$ cat src/rtl/uart_pkg.sv
// Shared definitions for the UART transmit path.
//   uart_state_e      : FSM states of the FIFO-reading transmitter
//   DefaultClksPerBit : default clk cycles per serial bit
//   ParityEven/Odd    : values for the PARITY_ODD parameter
package uart_pkg;

    typedef enum logic [2:0] {
        StIdle   = 3'd0,
        StFetch  = 3'd1,
        StStart  = 3'd2,
        StData   = 3'd3,
        StParity = 3'd4,
        StStop   = 3'd5
    } uart_state_e;

    localparam int unsigned DefaultClksPerBit = 16;

    localparam int unsigned ParityEven = 0;
    localparam int unsigned ParityOdd  = 1;

endpackage

$ cat src/rtl/uart_baud_counter.sv
// Bit-period counter for the UART transmitter.
// Counts 0..CLKS_PER_BIT-1 and wraps; clr holds it at zero.
//   clk  : clock
//   rst  : synchronous active-high reset
//   clr  : hold counter at zero
//   cnt  : current count
//   last : high on the final cycle of a bit period
module uart_baud_counter #(
    parameter int unsigned CLKS_PER_BIT = 16,
    parameter int unsigned CNT_W        = (CLKS_PER_BIT > 1) ? $clog2(CLKS_PER_BIT) : 1
) (
    input  logic             clk,
    input  logic             rst,
    input  logic             clr,
    output logic [CNT_W-1:0] cnt,
    output logic             last
);

    assign last = (cnt == CNT_W'(CLKS_PER_BIT - 1));

    always_ff @(posedge clk) begin
        if (rst || clr || last) begin
            cnt <= '0;
        end else begin
            cnt <= cnt + 1'b1;
        end
    end

endmodule

$ cat src/rtl/uart_tx_fifo_reader.sv
// UART transmitter that pulls bytes from an upstream synchronous FIFO.
// Frame: FETCH (1 clk), start bit, DATA_WIDTH data bits LSB first, optional
// parity bit, stop bit; each serial bit lasts CLKS_PER_BIT clks.
//   clk        : clock, rising edge
//   rst        : synchronous active-high reset
//   fifo_empty : upstream FIFO empty flag
//   fifo_data  : FIFO registered read data, valid the cycle after fifo_rd_en
//   fifo_rd_en : single-cycle pop request (registered)
//   tx         : serial line, idle high (registered)
//   busy       : high whenever the FSM is not idle
//   tx_done    : one-cycle pulse on the last clk of each stop bit
module uart_tx_fifo_reader
    import uart_pkg::*;
#(
    parameter int unsigned DATA_WIDTH   = 8,
    parameter int unsigned CLKS_PER_BIT = DefaultClksPerBit,
    parameter int unsigned PARITY_EN    = 0,
    parameter int unsigned PARITY_ODD   = ParityEven
) (
    input  logic                  clk,
    input  logic                  rst,
    input  logic                  fifo_empty,
    input  logic [DATA_WIDTH-1:0] fifo_data,
    output logic                  fifo_rd_en,
    output logic                  tx,
    output logic                  busy,
    output logic                  tx_done
);

    localparam int unsigned CntW = (CLKS_PER_BIT > 1) ? $clog2(CLKS_PER_BIT) : 1;
    localparam int unsigned IdxW = (DATA_WIDTH > 1) ? $clog2(DATA_WIDTH) : 1;

    localparam logic [IdxW-1:0] LastIdx    = IdxW'(DATA_WIDTH - 1);
    localparam logic [CntW-1:0] PreLastCnt = CntW'(CLKS_PER_BIT - 2);

    uart_state_e           state_q;
    logic [DATA_WIDTH-1:0] shift_q;
    logic [IdxW-1:0]       bit_idx_q;
    logic                  parity_q;

    logic [CntW-1:0] baud_cnt;
    logic            baud_last;
    logic            baud_clr;
    logic            baud_pre_last;

    // Bit-period states leave only on baud_last, where the counter wraps to
    // zero by itself; the other states hold it cleared so every state change
    // starts a fresh bit period.
    assign baud_clr      = (state_q == StIdle) || (state_q == StFetch);
    assign baud_pre_last = (baud_cnt == PreLastCnt);

    uart_baud_counter #(
        .CLKS_PER_BIT (CLKS_PER_BIT),
        .CNT_W        (CntW)
    ) u_baud (
        .clk  (clk),
        .rst  (rst),
        .clr  (baud_clr),
        .cnt  (baud_cnt),
        .last (baud_last)
    );

    assign busy = (state_q != StIdle);

    always_ff @(posedge clk) begin
        if (rst) begin
            state_q    <= StIdle;
            tx         <= 1'b1;
            fifo_rd_en <= 1'b0;
            tx_done    <= 1'b0;
            shift_q    <= '0;
            bit_idx_q  <= '0;
            parity_q   <= 1'b0;
        end else begin
            fifo_rd_en <= 1'b0;
            tx_done    <= 1'b0;
            unique case (state_q)
                StIdle: begin
                    tx <= 1'b1;
                    // Pop first, then enter FETCH once the pop is on the bus,
                    // so the registered read data is valid during FETCH.
                    if (fifo_rd_en) begin
                        state_q <= StFetch;
                    end else if (!fifo_empty) begin
                        fifo_rd_en <= 1'b1;
                    end
                end
                StFetch: begin
                    shift_q   <= fifo_data;
                    parity_q  <= (^fifo_data) ^ (PARITY_ODD != 0);
                    bit_idx_q <= '0;
                    tx        <= 1'b0;
                    state_q   <= StStart;
                end
                StStart: begin
                    if (baud_last) begin
                        tx      <= shift_q[0];
                        shift_q <= shift_q >> 1;
                        state_q <= StData;
                    end
                end
                StData: begin
                    if (baud_last) begin
                        if (bit_idx_q == LastIdx) begin
                            bit_idx_q <= '0;
                            if (PARITY_EN != 0) begin
                                tx      <= parity_q;
                                state_q <= StParity;
                            end else begin
                                tx      <= 1'b1;
                                state_q <= StStop;
                            end
                        end else begin
                            bit_idx_q <= bit_idx_q + 1'b1;
                            tx        <= shift_q[0];
                            shift_q   <= shift_q >> 1;
                        end
                    end
                end
                StParity: begin
                    if (baud_last) begin
                        tx      <= 1'b1;
                        state_q <= StStop;
                    end
                end
                StStop: begin
                    // Registered outputs are set one cycle early so tx_done and
                    // the next pop both appear on the last stop-bit clk.
                    if (baud_pre_last) begin
                        tx_done    <= 1'b1;
                        fifo_rd_en <= !fifo_empty;
                    end
                    if (baud_last) begin
                        state_q <= fifo_rd_en ? StFetch : StIdle;
                    end
                end
                default: begin
                    state_q <= StIdle;
                end
            endcase
        end
    end

endmodule
$ cat config.mk
export PLATFORM = sky130hd
export DESIGN_NAME = uart_tx_fifo_reader
export DESIGN_NICKNAME = d
export VERILOG_FILES = /design/src/rtl/uart_pkg.sv /design/src/rtl/uart_baud_counter.sv /design/src/rtl/uart_tx_fifo_reader.sv
export SDC_FILE = /design/constraint.sdc
export NUM_CORES = 1
export LEC_CHECK = 0
export ABC_CLOCK_PERIOD_IN_PS = 2130
export CORE_ASPECT_RATIO = 0.75
export CORE_MARGIN = 8
export CORE_UTILIZATION = 53
export DETAILED_ROUTE_END_ITERATION = 16
export PLACE_DENSITY = 0.77
export RECOVER_POWER = 25
export SLEW_MARGIN = 5
export SYNTH_ARGS = -nofsm -noshare
export SYNTH_HDL_FRONTEND = slang
export SYNTH_SLANG_ARGS = --single-unit
$ cat constraint.sdc
create_clock -name clk -period 2.13 [get_ports clk]
set_input_delay 0.639 -clock clk [delete_from_list [all_inputs] [get_ports clk]]
set_output_delay 0.639 -clock clk [all_outputs]
set_load 0.01 [all_outputs]
### Yosys cells after proc, flatten, opt, wreduce, memory -nomap -nowiden

Cells that the tools add are included.

| storage, ports and cells | value |
|---|---|
| output and inout bits | 4 |
| word-level logic and storage cells | 64 |
| bits in registers | 21 |
| bits of input ports | 11 |

| operators by class | value |
|---|---|
| equal/unequal tests | 15 |
| multiplexer cells | 25 |
| add/subtract/negate cells | 2 |
| bitwise gates (word level) | 1 |
| reduce and logical (&&, ||, !) cells | 14 |

Operator list:

| operator | count |
|---|---|
| 3-bit two-way mux | 8 |
| 8-bit two-way mux | 3 |
| 8-bit case mux with 3 select lines | 1 |
| 3-bit case mux with 6 select lines | 1 |
| 3-bit == test, second input constant | 3 |
| 1-bit two-way mux | 9 |
| 4-bit == test, second input constant | 2 |
| 2-bit by 1-bit != test with 1-bit output, second input constant | 4 |
| 4-bit AND reduction | 2 |
| 3-bit by 2-bit == test with 1-bit output, second input constant | 2 |
| 2-bit != test, second input constant | 3 |
| 3-bit case mux with 2 select lines | 1 |
| 6-bit AND reduction | 1 |
| 3-bit nonzero test | 2 |
| 1-bit case mux with 5 select lines | 1 |
| 5-bit nonzero test | 1 |
| 4-bit by 1-bit adder with 4-bit output, second input constant | 1 |
| 3-bit by 1-bit adder with 3-bit output, second input constant | 1 |
| 3-bit by 1-bit == test with 1-bit output, second input constant | 1 |
| 3-bit zero test | 1 |
| 1-bit logical OR | 3 |
| 1-bit case mux with 2 select lines | 1 |
| 2-bit AND reduction | 1 |
| 2-bit nonzero test | 1 |
| other kinds (3) | 3 |

### Logic depth before layout (Yosys ltp)

Gate-level depths: netlist of run 1.

| depth | value |
|---|---|
| depth in word-level cells | 4 |
| gate-level depth with buffers | 7 |
| gate-level depth less buffers | 6 |

### Cells and area by module

Synthesis of run 1 repeated with hierarchy kept, for this count alone.

| unflattened totals | value |
|---|---|
| cell total of the unflattened synthesis | 121 |
| area, all modules | 1,093.5 um^2 |

By module, submodules not included:

| module | cells each | area an instance (um^2) | sequential area each (um^2) | times used |
|---|---|---|---|---|
| uart_tx_fifo_reader | 105 | 935.9 | 340.3 | 1 |
| uart_baud_counter | 16 | 157.7 | 80.1 | 1 |

### Worst setup path before layout of run 1

Ideal clock, no wire load.

| path | value |
|---|---|
| path type | register to register |
| from | register bit_idx_q[0] |
| to | register shift_q[0] |
| required time | 1.991 ns |
| path buffers | 1 |
| cell stages (with the launch flop) | 8 |
| arrival time | 1.467 ns |
| path slack | 0.524 ns |
| cell sequence | dfxtp_1 -> ha_1 -> ha_1 -> and2_1 -> o21ai_4 -> and2_1 -> buf_4 -> a211oi_2 |

| between the ends | value |
|---|---|
| word-level cells in the longest chain between the ends | 3 |

RTL lines:

| item | line | text |
|---|---|---|
| start: declaration | uart_tx_fifo_reader.sv:38 | `logic [IdxW-1:0] bit_idx_q;` |
| start signal: assignment | uart_tx_fifo_reader.sv:114 | `bit_idx_q <= bit_idx_q + 1'b1;` |
| 3-bit == test | uart_tx_fifo_reader.sv:104 | `if (bit_idx_q == LastIdx) begin` |
| 2-bit != test (no line) | -- |  |
| 4-bit AND reduction (no line) | -- |  |
| end signal: assignment | uart_tx_fifo_reader.sv:89 | `shift_q <= fifo_data;` |
| end signal: assignment | uart_tx_fifo_reader.sv:98 | `shift_q <= shift_q >> 1;` |
| end signal: assignment | uart_tx_fifo_reader.sv:116 | `shift_q <= shift_q >> 1;` |
| end: declaration | uart_tx_fifo_reader.sv:37 | `logic [DATA_WIDTH-1:0] shift_q;` |

No other way between the ends.
A chain may end at the register's enable or synchronous reset.

### Worst setup path after layout of run 1

| path | value |
|---|---|
| from | register state_q[0] |
| to | output busy |

| between the ends | value |
|---|---|
| word-level cells in the longest chain between the ends | 1 |

RTL lines:

| item | line | text |
|---|---|---|
| start: declaration | uart_tx_fifo_reader.sv:36 | `uart_state_e state_q;` |
| start signal: assignment | uart_tx_fifo_reader.sv:67 | `state_q <= StIdle;` |
| start signal: assignment | uart_tx_fifo_reader.sv:83 | `state_q <= StFetch;` |
| start signal: assignment | uart_tx_fifo_reader.sv:93 | `state_q <= StStart;` |
| 3-bit nonzero test | uart_tx_fifo_reader.sv:63 | `assign busy = (state_q != StIdle);` |
| end: declaration | uart_tx_fifo_reader.sv:26 | `output logic busy,` |

No other way between the ends.

==> results of run 1 <==
[stage by stage]
| step | std cells | instance area (um^2) | setup WS [ns] |
|---|---|---|---|
| after floorplan | 122 | 1110 | 0.524 |
| after global placement | 159 | 1290 | 0.242 |
| after detailed placement | 159 | 1290 | 0.219 |
| after CTS | 163 | 1320 | 0.130 |
| after global routing | 163 | 1310 | 0.0752 |
| final | 163 | 1310 | 0.136 |
[placed cells by master, fill, tap and decap left out, types with 3 or more instances in the layout]
| master | instances |
|---|---|
| dfxtp_1 | 20 |
| nor2_1 | 16 |
| clkdlybuf4s50_1 | 13 |
| a21oi_1 | 11 |
| mux2i_1 | 7 |
| a211oi_2 | 7 |
| buf_4 | 7 |
| nand3_1 | 5 |
| o21ai_0 | 5 |
| nand2_1 | 4 |
| ha_1 | 4 |
| inv_1 | 3 |
| and2_1 | 3 |
| nand2b_1 | 3 |
| clkbuf_4 | 3 |
[flip-flops by register name, indices dropped and copies added, names as in the netlist]
signal,count
u_baud.cnt,4
bit_idx_q,3
tx,1
state_q,3
shift_q,8
fifo_rd_en,1
tx_done,1
[metal layers]
layer  up-vias  wire length [um]  track usage
met5         -                 0            0
met4         0                21       0.0257
met3         4                97       0.0423
met2        14               921        0.173
met1       430              1160        0.171
li1        464                 -            -
[Yosys cell counts, drive strengths merged]
cell type / number
nor3: 1
a221oi: 1
mux2i: 7
or3: 2
o21ai: 8
nand3b: 1
a32oi: 1
xnor2: 1
and2: 3
a211oi: 7
inv: 3
a22oi: 2
and3: 2
nand3: 5
and3b: 1
nand4: 1
ha: 4
xor2: 1
nor2b: 2
a21o: 1
buf: 8
nand2: 4
a31o: 1
dfxtp: 21
mux2: 1
nand2b: 3
nor2: 17
a21oi: 11
a2111oi: 1
clkbuf: 1
[repair_timing]
| item | in CTS | in global routing |
|---|---|---|
| resized for setup | 3 | 0 |
| endpoints found under the setup margin | 1 | 0 |
| endpoints found under the hold margin | 0 | 0 |
[worst max-delay path, stage by stage, from the launching register on]
cell,delay [ns]
dfxtp_4,0.40
or3_1,0.36
dlygate4sd2_1,0.29
[area by class of cell]
type,count,area [um^2],share of cell area
Timing Repair Buffer,22,195,0.149
Multi-Input combinational cell,89,622,0.475
Sequential cell,21,424,0.324
Tap cell,24,30.0,0.0229
Clock inverter,1,5.00,0.00382
Clock buffer,3,22.5,0.0172
Inverter,3,11.3,0.00860
[path summary, 6_finish.rpt]
| path | startpoint | to | slack [ns] |
|---|---|---|---|
| max | state_q[0]$_SDFFE_PP0P_ | busy | 0.14 |
| min | shift_q[7]$_SDFFE_PP0P_ | shift_q[7]$_SDFFE_PP0P_ | 0.47 |
| max reg2reg | bit_idx_q[0]$_SDFFE_PP0P_ | shift_q[1]$_SDFFE_PP0P_ | 0.36 |
| min reg2reg | shift_q[7]$_SDFFE_PP0P_ | shift_q[7]$_SDFFE_PP0P_ | 0.47 |
[power groups by stage]
stage | combinational [mW] | clock, mW | sequential, mW
after floorplan | 0.488 | 0 | 0.543
after global placement | 0.601 | 0 | 0.560
after detailed placement | 0.609 | 0 | 0.563
after CTS | 0.608 | 0.202 | 0.560
after global routing | 0.668 | 0.220 | 0.572
final | 0.609 | 0.198 | 0.560
[logic make-up (layout without fill, tap and decap cells)]
group           after synthesis  count (layout)  share of synthesized area
mux                           8               8                     0.0732
xor+xnor                      2               2                     0.0158
buf+inv                      12              29                     0.0574
compound gates               33              33                      0.238
flops                        21              21                      0.378
fa+ha+maj                     4               4                     0.0450
simple gates                 42              42                      0.193
==> impl_metrics.tcl, run 1 <==
set metrics [dict create \
    area_growth_syn_to_layout_pct 17.9 \
    vias_per_cell 5.60 \
    drive_above_1_share 0.165 \
    dieArea_um2 3830 \
    synth.distinct_cells 36 \
    grt_max_degree 13 \
    hpwl_um 1630 \
    crit_path_end_kind "output port" \
    ys_warn_count 0 \
    cts-root-buf "clkbuf_4" \
    start_util 0.556 \
    hp-class "reg -> reg" \
    fin_nets 155 \
    portBuffers 14 \
    grt_pass1_wl_um 3840 \
    htree_levels 1 \
    syn_avg_cell_area_um2 9.11 \
    drt_first_pass_iters 4 \
    slew_viol_final 0 \
    worstHoldPathCells 2 \
    ios 15 \
    routed_wl_um 2200 \
    finalClockSkew_ns 0.00715 \
    timing.final.crit_share 0.936 \
    place.gp.congestion 0.921 \
    p_sw_mw 0.518 \
    path_class "reg -> out" \
    synthesis.nets 137 \
    wl_per_cell_um 13.5 \
    clk_latency_ns 0.32 \
    die_h_um 55.7 \
    finalSetupTns_ns 0 \
    setup_viol 0 \
    grt_pass1_vias 873 \
    rsz0062_at_grt "no" \
    power_density_nw_per_um2 1040 \
    hold_ws_ns 0.474 \
    final_core_util 0.656 \
    grtUsageTotal 0.122 \
    die_x_um 68.9 \
    p_int_mw 0.849 \
    antenna_cells 0 \
    pwr-share-seq 0.410 \
    ys_seq_area_frac 0.378 \
    leakage_nw 0.531 \
    synth-seq-cells 21 \
    synth_top_cell_by_area "dfxtp_1" \
    fin_crit_ns 1.99 \
    clock.fmax_mhz 501 \
    arrival_ns 1.36 \
    comb_power_share 0.445 \
    reg2reg_depth 6 \
    maxCapViolCount 0 \
    synth_area_um2 1110 \
    coreArea_um2 2000 \
    cp_data_required_time_ns 1.49 \
    antenna_found_initial 0 \
    cts_buffers 3 \
    outcome "completed" \
    cts_setup_buffers 0 \
    finalHoldViolCount 0 \
    worstPathMaxFanout 11 \
    worst_pin_slew_ns 0.439 \
    slew-limit-headroom 0.707 \
    cts_hold_buf 0 \
    drc_errors 0 \
    startpoint_type "flip-flop" \
    ir_worst_vdd_uv 831 \
    drt_iter0_markers 57 \
    synth_top_area_share 0.378 \
    finalPower_mw 1.37 \
    pwr-share-clk 0.145 \
    cts_tree "yes" \
    clkSinkCount 21 \
    synth_area_leaders "dfxtp_1 38%, a211oi_2 7.9%, mux2i_1 6.3%" \
    globalRouteOverflowTotal 0 \
    p_sw_frac 0.379 \
    core.rowCount 14 \
    vias 912 \
    synthCells 122 \
    fillCellCount 184 \
    ant_nets 0 \
    cts.clk_slew.worst_paths_ns 0.12 \
    clk_path_buf_depth 2 \
]
Power figures use the tool's default switching activity.
==> run 2, diff against run 1 <==
Settings changed: CORE_UTILIZATION 53 to 60, DONT_BUFFER_PORTS set to 1, PLACE_DENSITY 0.77 to not set, PLACE_DENSITY_LB_ADDON set to 0.2.
==> run 2 against run 1 <==
Net effect: sequential power grew 5.2%; die area shrank 8.7%; sequential share of layout area grew 4.7 points; fmax grew 0.56%; non-clock buffer count shrank 19; core utilization shrank 0.40 points; clock power shrank 3%; cell count shrank 13%; clock-buffer cell count grew 1; worst hold slack lost 0.10 ns; first-iteration DRC count shrank 19%; register-to-register slack lost 0.21 ns.
==> impl_metrics.tcl, run 2 (same netlist as run 1, synthesis figures left out) <==
set metrics [dict create \
    grtUsageTotal 0.141 \
    layout.cells.non_filler 142 \
    hpwl_um 1690 \
    worstReg2RegEnd "shift_q[4]$_SDFFE_PP0P_" \
    grt_max_degree 22 \
    ff_latch_area_um2 420 \
    cp_slowest_cell "and2_1" \
    vias_per_cell 6.11 \
    clk_latency_ns 0.31 \
    die_x_um 65.7 \
    grt_pass1_vias 827 \
    outcome "completed" \
    grt_pass1_wl_um 3890 \
    htree_levels 1 \
    routed.top_layer "met4" \
    finalPower_mw 1.28 \
    ff2ff_setup_slack_ns 0.15 \
    dieArea_um2 3500 \
    cp_top_family "simple AND/OR/NAND/NOR gates" \
    fin_crit_ns 1.98 \
    wl_per_cell_um 16.0 \
    largest_reg_flops 8 \
    setup_viol 0 \
    portBuffers 0 \
    wl_met1_um 1060 \
    comb_power_share 0.391 \
    antenna_cells 0 \
    clk_path_buf_depth 2 \
    ios 15 \
    timing.final.crit_share 0.931 \
    antenna_found_initial 0 \
    dp.cells 138 \
    slew-limit-headroom 0.638 \
    cp_data_required_time_ns 2.30 \
    endpoint "shift_q[4]$_SDFFE_PP0P_" \
    cts_tree "yes" \
    drive_above_1_share 0.150 \
    dr_wl_met2_um 1020 \
    cts-root-buf "clkbuf_4" \
    drc_errors 0 \
    reg.largest.list "shift_q: 8 flops, u_baud.cnt: 4 flops" \
    crit_start "bit_idx_q[0]$_SDFFE_PP0P_" \
    multi_input_area_um2 627 \
    finalHoldViolCount 0 \
    area_growth_syn_to_layout_pct 2.14 \
    rsz0062_at_grt "no" \
    fin_nets 136 \
    finalClockSkew_ns 0.0146 \
    power_density_nw_per_um2 1130 \
    die_h_um 53.3 \
    p_sw_mw 0.498 \
    clock.fmax_mhz 504 \
    arrival_ns 2.15 \
    worst_pin_slew_ns 0.542 \
    routed_wl_um 2280 \
    final_common_cell "dfxtp_1" \
    crit_path_end_kind "flip-flop" \
    globalRouteOverflowTotal 0 \
    pwr-share-clk 0.150 \
    drt_iter0_markers 46 \
    place.gp.congestion 0.842 \
    fillCellCount 149 \
    reg2reg_depth 6 \
    leakage_nw 0.451 \
    path_depth 6 \
    critPathMaxStageDelay_ns 0.44 \
    cts_setup_buffers 0 \
    cts_buffers 3 \
    dr_wl_met3_um 191 \
    p_int_mw 0.786 \
    core.rowCount 13 \
    crit_chain "ha_1 -> ha_1 -> and2_1 -> o21ai_4 -> and2_1 -> a211oi_2" \
    slew_viol_final 0 \
    worst-path-buf-inv 0 \
    p_sw_frac 0.388 \
    clkSinkCount 21 \
    worstPathMaxFanout 8 \
    hp-class "in -> reg" \
    finalSetupTns_ns 0 \
    worstReg2RegStart "bit_idx_q[0]$_SDFFE_PP0P_" \
    final_cell_mix "21 x dfxtp_1, 16 x nor2_1, 11 x a21oi_1, 7 x mux2i_1, 7 x a211oi_2" \
    drt_first_pass_iters 4 \
    cts.clk_slew.worst_paths_ns 0.12 \
    postCtsResizedCells 0 \
    maxCapViolCount 0 \
    cts_hold_buf 0 \
    pwr-share-seq 0.459 \
    coreArea_um2 1740 \
    ir_worst_vdd_uv 765 \
    start_util 0.638 \
    startpoint_type "flip-flop" \
    path_class "reg -> reg" \
    vias 867 \
    ant_nets 0 \
    largest_register "shift_q" \
]
run 2: cell types whose count changed in the layout (fill, tap and decap cells not counted), sizes merged:
cell / change
buf: -4
clkdlybuf4s50: -13
clkinv: -1
dlygate4sd2: -1
run 2: layout make-up:
type,instances,area share
Clock buffer,4,0.0232
Inverter,3,0.00992
Sequential cell,21,0.370
Tap cell,22,0.0243
Timing Repair Buffer,3,0.0198
Multi-Input combinational cell,89,0.552
run 2: layer usage:
layer  global-route usage  vias up
li1                     -      427
met1                0.180      416
met2                0.210       22
met3               0.0695        2
met4               0.0217        0
met5                    0        -
run 2: power groups by stage:
stage	Clock [mW]	Sequential [mW]	Combinational, mW
after floorplan	0	0.543	0.488
after global placement	0	0.592	0.484
after detailed placement	0	0.599	0.499
after global routing	0.211	0.607	0.558
after CTS	0.195	0.589	0.500
final	0.193	0.589	0.502
run 2: per-stage QoR:
stage               setup WS [ns]  cell area (um^2)  utilization  hold WS (ns)
floorplan                   0.524              1110            -         0.430
global placement            0.320              1110        0.637         0.444
detailed placement          0.205              1110        0.637         0.458
CTS                         0.161              1130        0.652         0.374
global route               0.0698              1130        0.652         0.360
finish                      0.147              1130        0.652         0.374
run 2: worst min path at each step:
stage                              from                  endpoint  slack, ns  cells after the start
2_1_floorplan  u_baud.cnt[0]$_SDFF_PP0_  u_baud.cnt[0]$_SDFF_PP0_       0.43                      1
3_3_place_gp   u_baud.cnt[0]$_SDFF_PP0_  u_baud.cnt[0]$_SDFF_PP0_       0.44                      1
3_5_place_dp   u_baud.cnt[0]$_SDFF_PP0_  u_baud.cnt[0]$_SDFF_PP0_       0.46                      1
4_1_cts                             rst   shift_q[1]$_SDFFE_PP0P_       0.37                      1
5_1_grt                             rst   shift_q[1]$_SDFFE_PP0P_       0.36                      1
6_report                            rst   shift_q[1]$_SDFFE_PP0P_       0.37                      1
